## src/rtl/uart_cmd_responder_if.sv

```systemverilog
// Bus bundle for uart_cmd_responder: UART byte stream, transmit handshake and register-bus access.
interface uart_cmd_responder_if;
  logic       rx_valid;
  logic [7:0] rx_data;
  logic       tx_valid;
  logic [7:0] tx_data;
  logic       tx_busy;
  logic       reg_wr_en;
  logic       reg_rd_en;
  logic [7:0] reg_addr;
  logic [7:0] reg_wdata;
  logic [7:0] reg_rdata;

  // Responder side
  modport master (
    input  rx_valid, rx_data, tx_busy, reg_rdata,
    output tx_valid, tx_data, reg_wr_en, reg_rd_en, reg_addr, reg_wdata
  );

  // UART / register-file side
  modport slave (
    output rx_valid, rx_data, tx_busy, reg_rdata,
    input  tx_valid, tx_data, reg_wr_en, reg_rd_en, reg_addr, reg_wdata
  );
endinterface

```

## src/rtl/uart_cmd_responder.sv

```systemverilog
// Decodes host read/write frames from UART bytes, drives the register bus and returns one response byte.
// Optional trailing XOR checksum byte per frame when UART_CMD_CHECKSUM_EN is defined.
module uart_cmd_responder #(
  parameter int unsigned TIMEOUT_CYCLES = 50000
) (
  input  logic                 clk,
  input  logic                 rst,
  uart_cmd_responder_if.master bus,
  output logic                 busy,
  output logic                 frame_err
);
  localparam int unsigned CNT_W = $clog2(TIMEOUT_CYCLES);
  localparam logic [CNT_W-1:0] CNT_LAST = CNT_W'(TIMEOUT_CYCLES - 1);
  localparam logic [7:0] OP_WR   = 8'h57;
  localparam logic [7:0] OP_RD   = 8'h52;
  localparam logic [7:0] RSP_ACK = 8'h06;
  localparam logic [7:0] RSP_NAK = 8'h15;

  typedef enum logic [2:0] {
    S_IDLE    = 3'd0,
    S_ADDR    = 3'd1,
    S_DATA    = 3'd2,
`ifdef UART_CMD_CHECKSUM_EN
    S_CSUM    = 3'd3,
`endif
    S_ACCESS  = 3'd4,
    S_RDWAIT  = 3'd5,
    S_TX_REQ  = 3'd6,
    S_TX_WAIT = 3'd7
  } state_t;

`ifdef UART_CMD_CHECKSUM_EN
  localparam state_t S_FRAME_END = S_CSUM;
`else
  localparam state_t S_FRAME_END = S_ACCESS;
`endif

  state_t           state_q, state_d;
  logic             is_wr_q, is_wr_d;
  logic [CNT_W-1:0] cnt_q, cnt_d;
  logic             tx_valid_q, tx_valid_d;
  logic [7:0]       tx_data_q, tx_data_d;
  logic             wr_en_q, wr_en_d;
  logic             rd_en_q, rd_en_d;
  logic [7:0]       addr_q, addr_d;
  logic [7:0]       wdata_q, wdata_d;
  logic             busy_q, busy_d;
  logic             ferr_q, ferr_d;
  logic             to_tx;
  logic             waiting;
`ifdef UART_CMD_CHECKSUM_EN
  logic [7:0]       csum_q, csum_d;
`endif

  // State register
  always_ff @(posedge clk) begin
    if (rst) state_q <= S_IDLE;
    else     state_q <= state_d;
  end

  // Datapath and output registers
  always_ff @(posedge clk) begin
    if (rst) begin
      is_wr_q    <= 1'b0;
      cnt_q      <= '0;
      tx_valid_q <= 1'b0;
      tx_data_q  <= 8'h00;
      wr_en_q    <= 1'b0;
      rd_en_q    <= 1'b0;
      addr_q     <= 8'h00;
      wdata_q    <= 8'h00;
      busy_q     <= 1'b0;
      ferr_q     <= 1'b0;
`ifdef UART_CMD_CHECKSUM_EN
      csum_q     <= 8'h00;
`endif
    end else begin
      is_wr_q    <= is_wr_d;
      cnt_q      <= cnt_d;
      tx_valid_q <= tx_valid_d;
      tx_data_q  <= tx_data_d;
      wr_en_q    <= wr_en_d;
      rd_en_q    <= rd_en_d;
      addr_q     <= addr_d;
      wdata_q    <= wdata_d;
      busy_q     <= busy_d;
      ferr_q     <= ferr_d;
`ifdef UART_CMD_CHECKSUM_EN
      csum_q     <= csum_d;
`endif
    end
  end

  // Next-state and next-output logic
  always_comb begin
    state_d    = state_q;
    is_wr_d    = is_wr_q;
    cnt_d      = cnt_q;
    tx_data_d  = tx_data_q;
    addr_d     = addr_q;
    wdata_d    = wdata_q;
    tx_valid_d = 1'b0;
    wr_en_d    = 1'b0;
    rd_en_d    = 1'b0;
    ferr_d     = 1'b0;
    busy_d     = 1'b0;
    to_tx      = 1'b0;
    waiting    = 1'b0;
`ifdef UART_CMD_CHECKSUM_EN
    csum_d     = csum_q;
`endif

    case (state_q)
      S_IDLE: begin
        if (bus.rx_valid) begin
          if (bus.rx_data == OP_WR || bus.rx_data == OP_RD) begin
            is_wr_d = (bus.rx_data == OP_WR);
            cnt_d   = '0;
            state_d = S_ADDR;
`ifdef UART_CMD_CHECKSUM_EN
            csum_d  = bus.rx_data;
`endif
          end else begin
            tx_data_d = RSP_NAK;
            ferr_d    = 1'b1;
            to_tx     = 1'b1;
          end
        end
      end
      S_ADDR: begin
        waiting = 1'b1;
        if (bus.rx_valid) begin
          addr_d  = bus.rx_data;
          cnt_d   = '0;
          state_d = is_wr_q ? S_DATA : S_FRAME_END;
`ifdef UART_CMD_CHECKSUM_EN
          csum_d  = csum_q ^ bus.rx_data;
`endif
        end
      end
      S_DATA: begin
        waiting = 1'b1;
        if (bus.rx_valid) begin
          wdata_d = bus.rx_data;
          cnt_d   = '0;
          state_d = S_FRAME_END;
`ifdef UART_CMD_CHECKSUM_EN
          csum_d  = csum_q ^ bus.rx_data;
`endif
        end
      end
`ifdef UART_CMD_CHECKSUM_EN
      S_CSUM: begin
        waiting = 1'b1;
        if (bus.rx_valid) begin
          cnt_d = '0;
          if (bus.rx_data == csum_q) begin
            state_d = S_ACCESS;
          end else begin
            tx_data_d = RSP_NAK;
            ferr_d    = 1'b1;
            to_tx     = 1'b1;
          end
        end
      end
`endif
      S_ACCESS: begin
        if (is_wr_q) begin
          tx_data_d = RSP_ACK;
          to_tx     = 1'b1;
        end else begin
          state_d = S_RDWAIT;
        end
      end
      S_RDWAIT: begin
        tx_data_d = bus.reg_rdata;
        to_tx     = 1'b1;
      end
      S_TX_REQ: begin
        if (!bus.tx_busy) begin
          tx_valid_d = 1'b1;
          state_d    = S_TX_WAIT;
        end
      end
      S_TX_WAIT: begin
        // The strobe cycle is skipped: tx_busy only rises on the following cycle
        if (!tx_valid_q && !bus.tx_busy) state_d = S_IDLE;
      end
      default: state_d = S_IDLE;
    endcase

    // Inter-byte timeout; an arriving byte always beats expiry
    if (waiting && !bus.rx_valid) begin
      if (cnt_q == CNT_LAST) begin
        state_d = S_IDLE;
        ferr_d  = 1'b1;
      end else begin
        cnt_d = cnt_q + CNT_W'(1);
      end
    end

    // Response ready: strobe next cycle when the transmitter is free, else park in TX_REQ
    if (to_tx) begin
      if (!bus.tx_busy) begin
        tx_valid_d = 1'b1;
        state_d    = S_TX_WAIT;
      end else begin
        state_d = S_TX_REQ;
      end
    end

    if (bus.rx_valid && (state_q inside {S_ACCESS, S_RDWAIT, S_TX_REQ, S_TX_WAIT})) ferr_d = 1'b1;

    wr_en_d = (state_d == S_ACCESS) && is_wr_q;
    rd_en_d = (state_d == S_ACCESS) && !is_wr_q;
    busy_d  = (state_d != S_IDLE);
  end

  assign bus.tx_valid  = tx_valid_q;
  assign bus.tx_data   = tx_data_q;
  assign bus.reg_wr_en = wr_en_q;
  assign bus.reg_rd_en = rd_en_q;
  assign bus.reg_addr  = addr_q;
  assign bus.reg_wdata = wdata_q;
  assign busy          = busy_q;
  assign frame_err     = ferr_q;
endmodule

```

## src/flat_wrapper.sv

```systemverilog
// flat-port wrapper written by rule: the top's interface ports become plain ports
module uart_cmd_responder_flat 
#(
  parameter int unsigned TIMEOUT_CYCLES = 50000
)
  (clk, rst, busy, frame_err, bus_rx_valid, bus_rx_data, bus_tx_busy, bus_reg_rdata, bus_tx_valid, bus_tx_data, bus_reg_wr_en, bus_reg_rd_en, bus_reg_addr, bus_reg_wdata);
  uart_cmd_responder_if bus_i ();
  input  logic clk;
  input  logic rst;
  output logic busy;
  output logic frame_err;
  input wire logic [$bits(bus_i.rx_valid)-1:0] bus_rx_valid;
  input wire logic [$bits(bus_i.rx_data)-1:0] bus_rx_data;
  input wire logic [$bits(bus_i.tx_busy)-1:0] bus_tx_busy;
  input wire logic [$bits(bus_i.reg_rdata)-1:0] bus_reg_rdata;
  output wire logic [$bits(bus_i.tx_valid)-1:0] bus_tx_valid;
  output wire logic [$bits(bus_i.tx_data)-1:0] bus_tx_data;
  output wire logic [$bits(bus_i.reg_wr_en)-1:0] bus_reg_wr_en;
  output wire logic [$bits(bus_i.reg_rd_en)-1:0] bus_reg_rd_en;
  output wire logic [$bits(bus_i.reg_addr)-1:0] bus_reg_addr;
  output wire logic [$bits(bus_i.reg_wdata)-1:0] bus_reg_wdata;
  assign bus_i.rx_valid = bus_rx_valid;
  assign bus_i.rx_data = bus_rx_data;
  assign bus_i.tx_busy = bus_tx_busy;
  assign bus_i.reg_rdata = bus_reg_rdata;
  assign bus_tx_valid = bus_i.tx_valid;
  assign bus_tx_data = bus_i.tx_data;
  assign bus_reg_wr_en = bus_i.reg_wr_en;
  assign bus_reg_rd_en = bus_i.reg_rd_en;
  assign bus_reg_addr = bus_i.reg_addr;
  assign bus_reg_wdata = bus_i.reg_wdata;
  uart_cmd_responder #(.TIMEOUT_CYCLES(TIMEOUT_CYCLES)) u_core (.clk(clk), .rst(rst), .bus(bus_i), .busy(busy), .frame_err(frame_err));
endmodule
```

## config.mk

```make
export PLATFORM = sky130hd
export DESIGN_NAME = uart_cmd_responder_flat
export DESIGN_NICKNAME = d
export VERILOG_FILES = /design/src/rtl/uart_cmd_responder_if.sv /design/src/rtl/uart_cmd_responder.sv /design/src/flat_wrapper.sv
export SDC_FILE = /design/constraint.sdc
export NUM_CORES = 1
export LEC_CHECK = 0
export CORE_MARGIN = 4
export CORE_UTILIZATION = 25
export CTS_BUF_LIST = sky130_fd_sc_hd__clkbuf_4
export CTS_CLUSTER_SIZE = 24
export DETAILED_ROUTE_END_ITERATION = 16
export PLACE_DENSITY = 0.53
export SLEW_MARGIN = 0
export SYNTH_ARGS = -nofsm -noshare
export SYNTH_HDL_FRONTEND = slang
export SYNTH_SLANG_ARGS = --single-unit
```

## constraint.sdc

```tcl
create_clock -name clk -period 1.6 [get_ports clk]
set_clock_uncertainty 0.05 [all_clocks]
set_input_delay 0.24 -clock clk [delete_from_list [all_inputs] [get_ports clk]]
set_output_delay 0.24 -clock clk [all_outputs]
set_load 0.03 [all_outputs]
```

==> impl_metrics.tcl <==
set metrics [dict create \
    syn_area_sq_mm 0.002241 \
    drt_wl_total_mm 6.692 \
    p_sw_share_pct 38.22 \
    topRoutingLayerUsed "met4" \
    multi_input_area_sq_mm 0.001528 \
    cts_tree "yes" \
    net-switching-power_uw 1668 \
    max-vdd-ir-drop_mv 0.4466 \
    synthCells 251 \
    cp-end-kind "flop" \
    wire_per_inst_microns 14.12 \
    fp.dieH_microns 102.7 \
    ys_top_cells_by_count "dfxtp_1 (49), nor2_1 (40), mux2i_1 (19)" \
    r2r_cells 5 \
    fmax_mhz 568.3 \
    clk_pin_slew_ns 0.14 \
    rows 34 \
    synth_ff_type "dfxtp_1" \
    layout_min_cycle_time_ns 1.760 \
    synth_seq_area_share_pct 43.77 \
    layout.nets 387 \
    start_util_pct 25.70 \
    cap_violations 0 \
    antenna_cells 0 \
    dpl_worst_slack_ns -0.5066 \
    wl_met1_mm 2.817 \
    area_growth_syn_to_layout_pct 69.63 \
    finalWeightedCongestion 0.8497 \
    cp.required_ns 1.80 \
    final.period_utilization_pct 110.0 \
    cts-hold-fix-buffers 0 \
    numPortBuffers 48 \
    leakage_uw 0.001563 \
    drive_gt1_share_pct 40.98 \
    route.met2.wl_mm 3.537 \
    drc 0 \
    clk_latency_ns 0.36 \
    ys_ff_latch 49 \
    grt_pass1_vias 2375 \
    comb_power_share_pct 52.7 \
    hold_depth 4 \
    synth-async-reset-ratio_pct 0 \
    yosys_warnings 0 \
    vias 2271 \
    report.final.slew_viol_count 0 \
    grt_overflow_total 0 \
    place_hpwl_mm 4.909 \
    io_pins 49 \
    violations "setup timing" \
    die_area_sq_mm 0.01054 \
    final-setup-viol-count 22 \
    dr.pass1.iters 6 \
    power.density_mw_per_mm2 1148 \
    hold_start "bus_rx_data[2]" \
    vias_per_cell 4.791 \
    syn_area_per_cell_sq_um 8.928 \
    crit_arrival_ns 1.95 \
    synthTopCellsByArea "dfxtp_1 (44%), mux2i_1 (8.5%), nor2_1 (6.7%), nand2_1 (3.0%), nand3_1 (2.5%)" \
    yosysMostFrequentCell "dfxtp_1" \
    drtIter0Drc 41 \
    cts_root_buf "clkbuf_4" \
    p_int_uw 2696 \
    grt_pass1_wl_mm 11.29 \
    fin_util_pct 43.59 \
    synth.distinct_cells 49 \
    met3_wirelength_microns 266 \
    power_frac_seq_pct 34.5 \
    grt_use_total_pct 13.38 \
    grt_max_degree 30 \
    syn-num-nets 272 \
    postRouteAntennaNets 0 \
    worstMarginPinSlew_ns 0.3464 \
    rsz0062_at_grt "yes" \
    coreArea_sq_mm 0.008721 \
    hold_path_class "primary input to flop" \
    h-tree-depth 2 \
    cts.sinks 49 \
    finalHoldViolCount 0 \
    crit_path_start_kind "flop" \
    r2r_end "u_core.bus.tx_data[0]$_SDFFE_PP0P_" \
    relSlewSlack_pct 76.91 \
    dieWidth_microns 102.7 \
    numCtsBuffers 5 \
    ff2ff_setup_slack_ns -0.16 \
    fill_cells 876 \
    synth_top_area_cell "dfxtp_1" \
    worstPathMaxFanout 6 \
    cts_max_path_buffers 2 \
    run_status "finished with violations" \
    holdPathEnd "u_core.bus.reg_wdata[2]$_SDFFE_PP0P_" \
    yosys.area.top_type_share_pct 43.77 \
    criticalPathCategory "flop to flop" \
    timing.rr.start "u_core.state_q[0]$_SDFF_PP0_" \
    pwr-share-clk_pct 12.9 \
    regArea_sq_um 998.5 \
    antenna_found_initial 0 \
    layout_setup_ws_ns -0.1596 \
    synth_edf_count 0 \
]
==> final cells by class <==
type,count,share of cell area [%]
Multi-Input combinational cell,185,40.19
Clock inverter,2,0.2962
Sequential cell,49,26.27
Timing Repair Buffer,121,28.18
Tap cell,108,3.555
Clock buffer,5,0.9875
Inverter,4,0.5267
==> critical path, stage by stage, from the launching register on <==
cell      delay, ns
dfxtp_4        0.40
or4b_4         0.58
o22a_4         0.27
buf_12         0.14
a211oi_2       0.13
nor3_1         0.06
==> repair_timing <==
item	4_1_cts	5_1_grt
resized for setup	50	57
gates cloned	0	1
pin swaps	13	22
setup endpoints to repair	65	49
setup buffers	0	6
==> metrics by stage <==
step | total power [uW] | setup TNS (ns) | area [sq um] | hold slack [ns] | instances
4_1_cts | 3997 | -2.188 | 3486 | 0.4299 | 467
3_5_place_dp | 3467 | -17.79 | 3378 | 0.4114 | 461
2_1_floorplan | 2605 | -0.2981 | 2315 | 0.2610 | 251
5_1_grt | 4643 | -4.768 | 3801 | 0.2790 | 474
6_report | 4365 | -2.261 | 3801 | 0.2653 | 474
3_3_place_gp | 3453 | -17.14 | 3378 | 0.4053 | 461
==> worst max-delay path by stage <==
stage	start	to	slack, ns
after floorplan	u_core.state_q[0]$_SDFF_PP0_	u_core.cnt_q[8]$_SDFF_PP0_	-0.05
after global placement	bus_rx_data[2]	u_core.bus.reg_wr_en$_SDFF_PP0_	-0.47
after detailed placement	bus_rx_data[0]	u_core.bus.reg_rd_en$_SDFF_PP0_	-0.51
after CTS	u_core.state_q[0]$_SDFF_PP0_	u_core.bus.tx_data[4]$_SDFFE_PP0P_	-0.15
after global routing	u_core.state_q[0]$_SDFF_PP0_	u_core.bus.tx_data[4]$_SDFFE_PP0P_	-0.23
final	u_core.state_q[0]$_SDFF_PP0_	u_core.bus.tx_data[0]$_SDFFE_PP0P_	-0.16
==> layout by cell type (no fill, tap or decap), types with 4 or more instances in the layout <==
cell type,n
a21oi_1,6
mux2i_1,19
nor2_2,4
dlygate4sd2_1,28
buf_4,62
nor3_1,4
o211ai_1,4
buf_6,8
nand2_1,16
a21oi_2,4
dfxtp_1,39
clkbuf_4,5
nand3_1,8
clkdlybuf4s50_1,15
nor2_1,36
nor3_2,4
a22oi_2,4
dlymetal6s2s_1,4
dfxtp_2,8
==> per-layer routing <==
metal | vias to the layer above | track usage, %
li1 | 1144 | -
met1 | 1074 | 15.60
met2 | 44 | 24.78
met3 | 9 | 3.045
met4 | 0 | 3.027
met5 | - | 0
==> power groups by stage <==
stage / sequential (uW) / clock [uW] / combinational [uW]
after global placement: 1520 / 0 / 1940
after floorplan: 1700 / 0 / 904
after global routing: 1530 / 639 / 2480
after CTS: 1500 / 603 / 1900
after detailed placement: 1520 / 0 / 1950
final: 1500 / 561 / 2300
==> logic make-up after synthesis <==
| group | share of synthesized area (%) |
|---|---|
| simple gates | 26.97 |
| flops | 43.77 |
| compound gates | 14.57 |
| mux | 8.487 |
| buf+inv | 3.294 |
| xor+xnor | 2.345 |
| fa+ha+maj | 0.5583 |
==> flip-flops by register name (all words and copies together), names as in the netlist <==
signal,cells
u_core.state_q,3
u_core.bus.reg_addr,8
u_core.bus.reg_wdata,8
u_core.bus.tx_data,8
u_core.bus.reg_rd_en,1
u_core.busy,1
u_core.bus.reg_wr_en,1
u_core.cnt_q,16
u_core.frame_err,1
u_core.bus.tx_valid,1
u_core.is_wr_q,1
Note: power is estimated with default switching activity, not from simulation.
==> edit 1 (config.mk and constraints unchanged) <==
`TIMEOUT_CYCLES` is set to 50000 in 2 places; all go to 25000.
--- a/src/rtl/uart_cmd_responder.sv
+++ b/src/rtl/uart_cmd_responder.sv
@@ -2,5 +2,5 @@
 // Optional trailing XOR checksum byte per frame when UART_CMD_CHECKSUM_EN is defined.
 module uart_cmd_responder #(
-  parameter int unsigned TIMEOUT_CYCLES = 50000
+  parameter int unsigned TIMEOUT_CYCLES = 25000
 ) (
   input  logic                 clk,
--- a/src/flat_wrapper.sv
+++ b/src/flat_wrapper.sv
@@ -2,5 +2,5 @@
 module uart_cmd_responder_flat 
 #(
-  parameter int unsigned TIMEOUT_CYCLES = 50000
+  parameter int unsigned TIMEOUT_CYCLES = 25000
 )
   (clk, rst, busy, frame_err, bus_rx_valid, bus_rx_data, bus_tx_busy, bus_reg_rdata, bus_tx_valid, bus_tx_data, bus_reg_wr_en, bus_reg_rd_en, bus_reg_addr, bus_reg_wdata);
Function: no difference found for any inputs over 10 cycles, from zero or initial values and one cycle with rst high; that may be too few to reach the edited logic, so the function may still have changed.
==> edit 1 against the original RTL <==
  * The flow still finishes with violations (negative setup slack)
  * Critical endpoint is now u_core.bus.tx_data[4]
  * Sequential share of layout area grew 1.2 points
  * Sequential cell count shrank 1
  * Routed wire length grew 0.28%
  * Synthesized cell count grew 10%
  * Worst setup slack gained 0.15 ns
  * Cell area shrank 7.1%
  * Utilization shrank 3.3 points
  * Via count grew 3.7%
  * Synthesized area grew 1.0%
  * Power grew 1.5%
  * Cell count grew 4.2%
==> edit 1: results (changes against the original RTL) <==
metric,value,unit,change
Met2 Wirelength,3380,µm,-4.4%
Final setup viols,1,,-95%
clk sinks,48,,-2.0%
pre-CTS setup slack,-0.600,ns,-0.0932 ns
failing checks,negative setup slack,,
leakage,1.43,nW,-8.4%
HPWL after DPL,4980,µm,+1.4%
register area share after synthesis,42.5,%,-1.3 points
status,"finished, violations left",,
Non-clock buffering overhead,28.0,%,-0.16 points
DR WL met3,241,µm,-9.4%
PwrDens,1250,nW/µm²,+9.2%
"top cells by area, synth","dfxtp_1 (42%), nand2_1 (8.5%), a21oi_1 (7.7%)",,
maximum vdd drop,0.000446,V,-0.14%
worst hold path depth,3,,-1
vias in the first global route,2405,,+1.3%
drt total wl,6710,µm,+0.28%
Non-clk bufs,117,,-3.3%
wire per inst,13.6,µm,-3.8%
multi-input gates,210,,+14%
setup TNS,-0.00955,ns,+2.25 ns
share of layout cells above drive strength 1,29.3,%,-12 points
Hold EP,u_core.bus.tx_data[7],,
hold slack final,0.355,ns,+0.0900 ns
Netlist cell types,51,,+4.1%
Nets,407,,+5.2%
final setup margin,-0.00955,ns,+0.150 ns
Starting DRT DRC Count,62,,+51%
syn_nets,298,,+9.6%
fillers,912,,+4.1%
hold_sp,bus_reg_rdata[7],,
-- edit 1: cell types whose count changed in the layout (fill, tap and decap cells not counted), moves of 6 or more --
cell	before	now
nand2_1	16	49
a21oi_1	6	31
nor2_1	36	16
mux2i_1	19	1
o21ai_0	2	8
-- edit 1: power breakdown --
part | internal [W] | leakage, nW | switching [W]
Sequential | 0.00138 | 0.392 | 0.000151
Combinational | 0.00115 | 1.01 | 0.00121
Clock | 0.000162 | 0.0287 | 0.000376
Total | 0.00269 | 1.43 | 0.00174
-- edit 1: logic make-up after synthesis --
logic type                 share of synthesized area [%]
AOI/OAI and AO/OA                                   18.0
and+or+nand+nor                                     30.1
xor gates and xnor gates                            4.70
muxes                                              0.442
DFF                                                 42.5
buffers and inverters                               3.76
adders and majority gates                          0.553
-- edit 1: worst max-delay path, stage by stage, from the launching register on --
cell      delay (ns)
dfxtp_4         0.40
or4b_4          0.59
a31oi_4         0.26
nor3_1          0.07
a211oi_1        0.18
==> edit 2 (same settings) <==
Without the edit above. Reset style: asynchronous (`rst`), changed in 2 clocked blocks.
--- a/src/rtl/uart_cmd_responder.sv
+++ b/src/rtl/uart_cmd_responder.sv
@@ -54,5 +54,5 @@
 
   // State register
-  always_ff @(posedge clk) begin
+  always_ff @(posedge clk or posedge rst) begin
     if (rst) state_q <= S_IDLE;
     else     state_q <= state_d;
@@ -60,5 +60,5 @@
 
   // Datapath and output registers
-  always_ff @(posedge clk) begin
+  always_ff @(posedge clk or posedge rst) begin
     if (rst) begin
       is_wr_q    <= 1'b0;
Function: differs if rst is asserted again (counterexample within 4 cycles, from zero or initial values and one cycle with rst high); with rst held inactive, the same outputs for 10 cycles.
==> edit 2 against the original RTL <==
  * The run still ends with negative setup slack left
  * Sequential cell count is the same
  * Power rose by 43%
  * Cell area increased by 4.3%
  * Routed wire length fell by 2.4%
  * Worst setup slack got worse by 0.13 ns
  * Synthesized area rose by 5.2%
  * Hold slack got worse by 0.11 ns
==> edit 2: results (changes against the original RTL) <==
metric,value,unit,change
CTS Buf Count,5,,unchanged
reg-to-reg endpoint,u_core.cnt_q[15],,
P_clk,0.000611,W,+8.9%
async set or reset register ratio after synthesis,100,%,+100 points
clk root buf,clkbuf_4,,
global route overflow,0,,unchanged
H-tree depth,2,,unchanged
Synthesis Warnings,0,,unchanged
R2R depth,5,,unchanged
post-synthesis compound-gate area fraction,14.5,%,-0.029 points
largest net degree at the start of global routing,50,,+67%
Top reg by flops,u_core.cnt_q,,
drt first pass iters,4,,-2
adder-cell share of the synthesized area,0.531,%,-0.028 points
Gate power share,58.5,%,+5.8 points
All-Layer GR Usage,12.1,%,-1.3 points
CP arrival,2.09,ns,+0.14 ns
share of layout cells above drive strength 1,44.5,%,+3.5 points
Starting DRT DRC Count,34,,-17%
most frequent cells after synthesis,"dfrtp_1 (49), nand2_1 (17), mux2_2 (16)",,
CP Max Fanout,5,,-1
syn_nets,234,,-14%
initial antenna violation count,1,,+1
leakage,1.80,nW,+15%
input/output buffers,48,,unchanged
XOR/XNOR Fraction of Synth Area,2.60,%,+0.26 points
worst-margin pin slew,0.372,ns,+0.0256 ns
post-synthesis mux area share,8.49,%,about the same
maximum vdd drop,0.000746,V,+67%
first-pass GRT wire length,10900,µm,-3.5%
"top cells by area, synth","dfrtp_1 (52%), mux2_2 (7.6%), nand2_1 (2.7%)",,
r2r startpoint,u_core.state_q[0],,
status,"finished, violations left",,
GPL Wtd Cong,0.831,,-2.3%
failing checks,negative setup slack,,
Final setup viols,47,,+110%
HPWL after DPL,4500,µm,-8.3%
clk buf depth,2,,unchanged
P_sw,0.00257,W,+54%
Placement Cell Area,3460,µm²,+2.3%
final setup margin,-0.288,ns,-0.128 ns
worst min-delay path class,in -> async,,
Nets,355,,-8.3%
switching share of power,41.2,%,+3.0 points
vias in the first global route,2204,,-7.2%
register area share after synthesis,52.0,%,+8.2 points
wire per inst,14.6,µm,+3.5%
detailed-route via count,2082,,-8.3%
ys flop type,dfrtp_1,,
hold slack final,0.158,ns,-0.108 ns
fillers,915,,+4.5%
[edit 2: cell types whose count changed after synthesis, sizes merged, moves of 5 or more]
cell / delta
inv: +5
mux2: +16
nor2: -32
dfxtp: -49
and3: -5
mux2i: -17
dfrtp: +49
[edit 2: per-layer routing]
metal  global-route usage (%)  share of wire, %  vias to the layer above
met2                     19.8                50                       39
li1                         -                 -                     1036
met1                     15.8                45                      999
met3                     3.27               4.0                        8
met5                        0                 0                        -
met4                     3.19               1.1                        0
[edit 2: through the flow]
step / instances / TNS, ns / worst slack (ns)
2_1_floorplan: 213 / -6.04 / -0.461
3_3_place_gp: 426 / -16.44 / -0.440
3_5_place_dp: 426 / -16.92 / -0.493
4_1_cts: 439 / -4.51 / -0.275
5_1_grt: 447 / -9.51 / -0.353
6_report: 447 / -6.01 / -0.288
[edit 2: final cells by class]
| cell class | count | area (µm²) | area share (%) |
|---|---|---|---|
| multi-input combinational | 143 | 1390 | 35.0 |
| tap | 111 | 139 | 3.50 |
| clock buffer | 7 | 52.6 | 1.32 |
| inverter | 9 | 33.8 | 0.852 |
| timing repair buffer | 126 | 1120 | 28.2 |
| antenna | 1 | 2.50 | 0.0631 |
| clock inverter | 1 | 7.51 | 0.189 |
| sequential | 49 | 1230 | 30.9 |
[edit 2: timing repair]
item	in CTS	in global routing
setup endpoints to repair	76	47
hold endpoints to repair	0	0
buffers inserted	4	9
gates resized for setup	72	44
gates cloned	1	0
pin swaps	10	15
[edit 2: worst max-delay path, stage by stage (launching register included)]
cell	delay, ns
dfrtp_1	0.44
xnor2_2	0.16
or3_4	0.40
or3_4	0.38
o311ai_4	0.23
o41ai_2	0.11
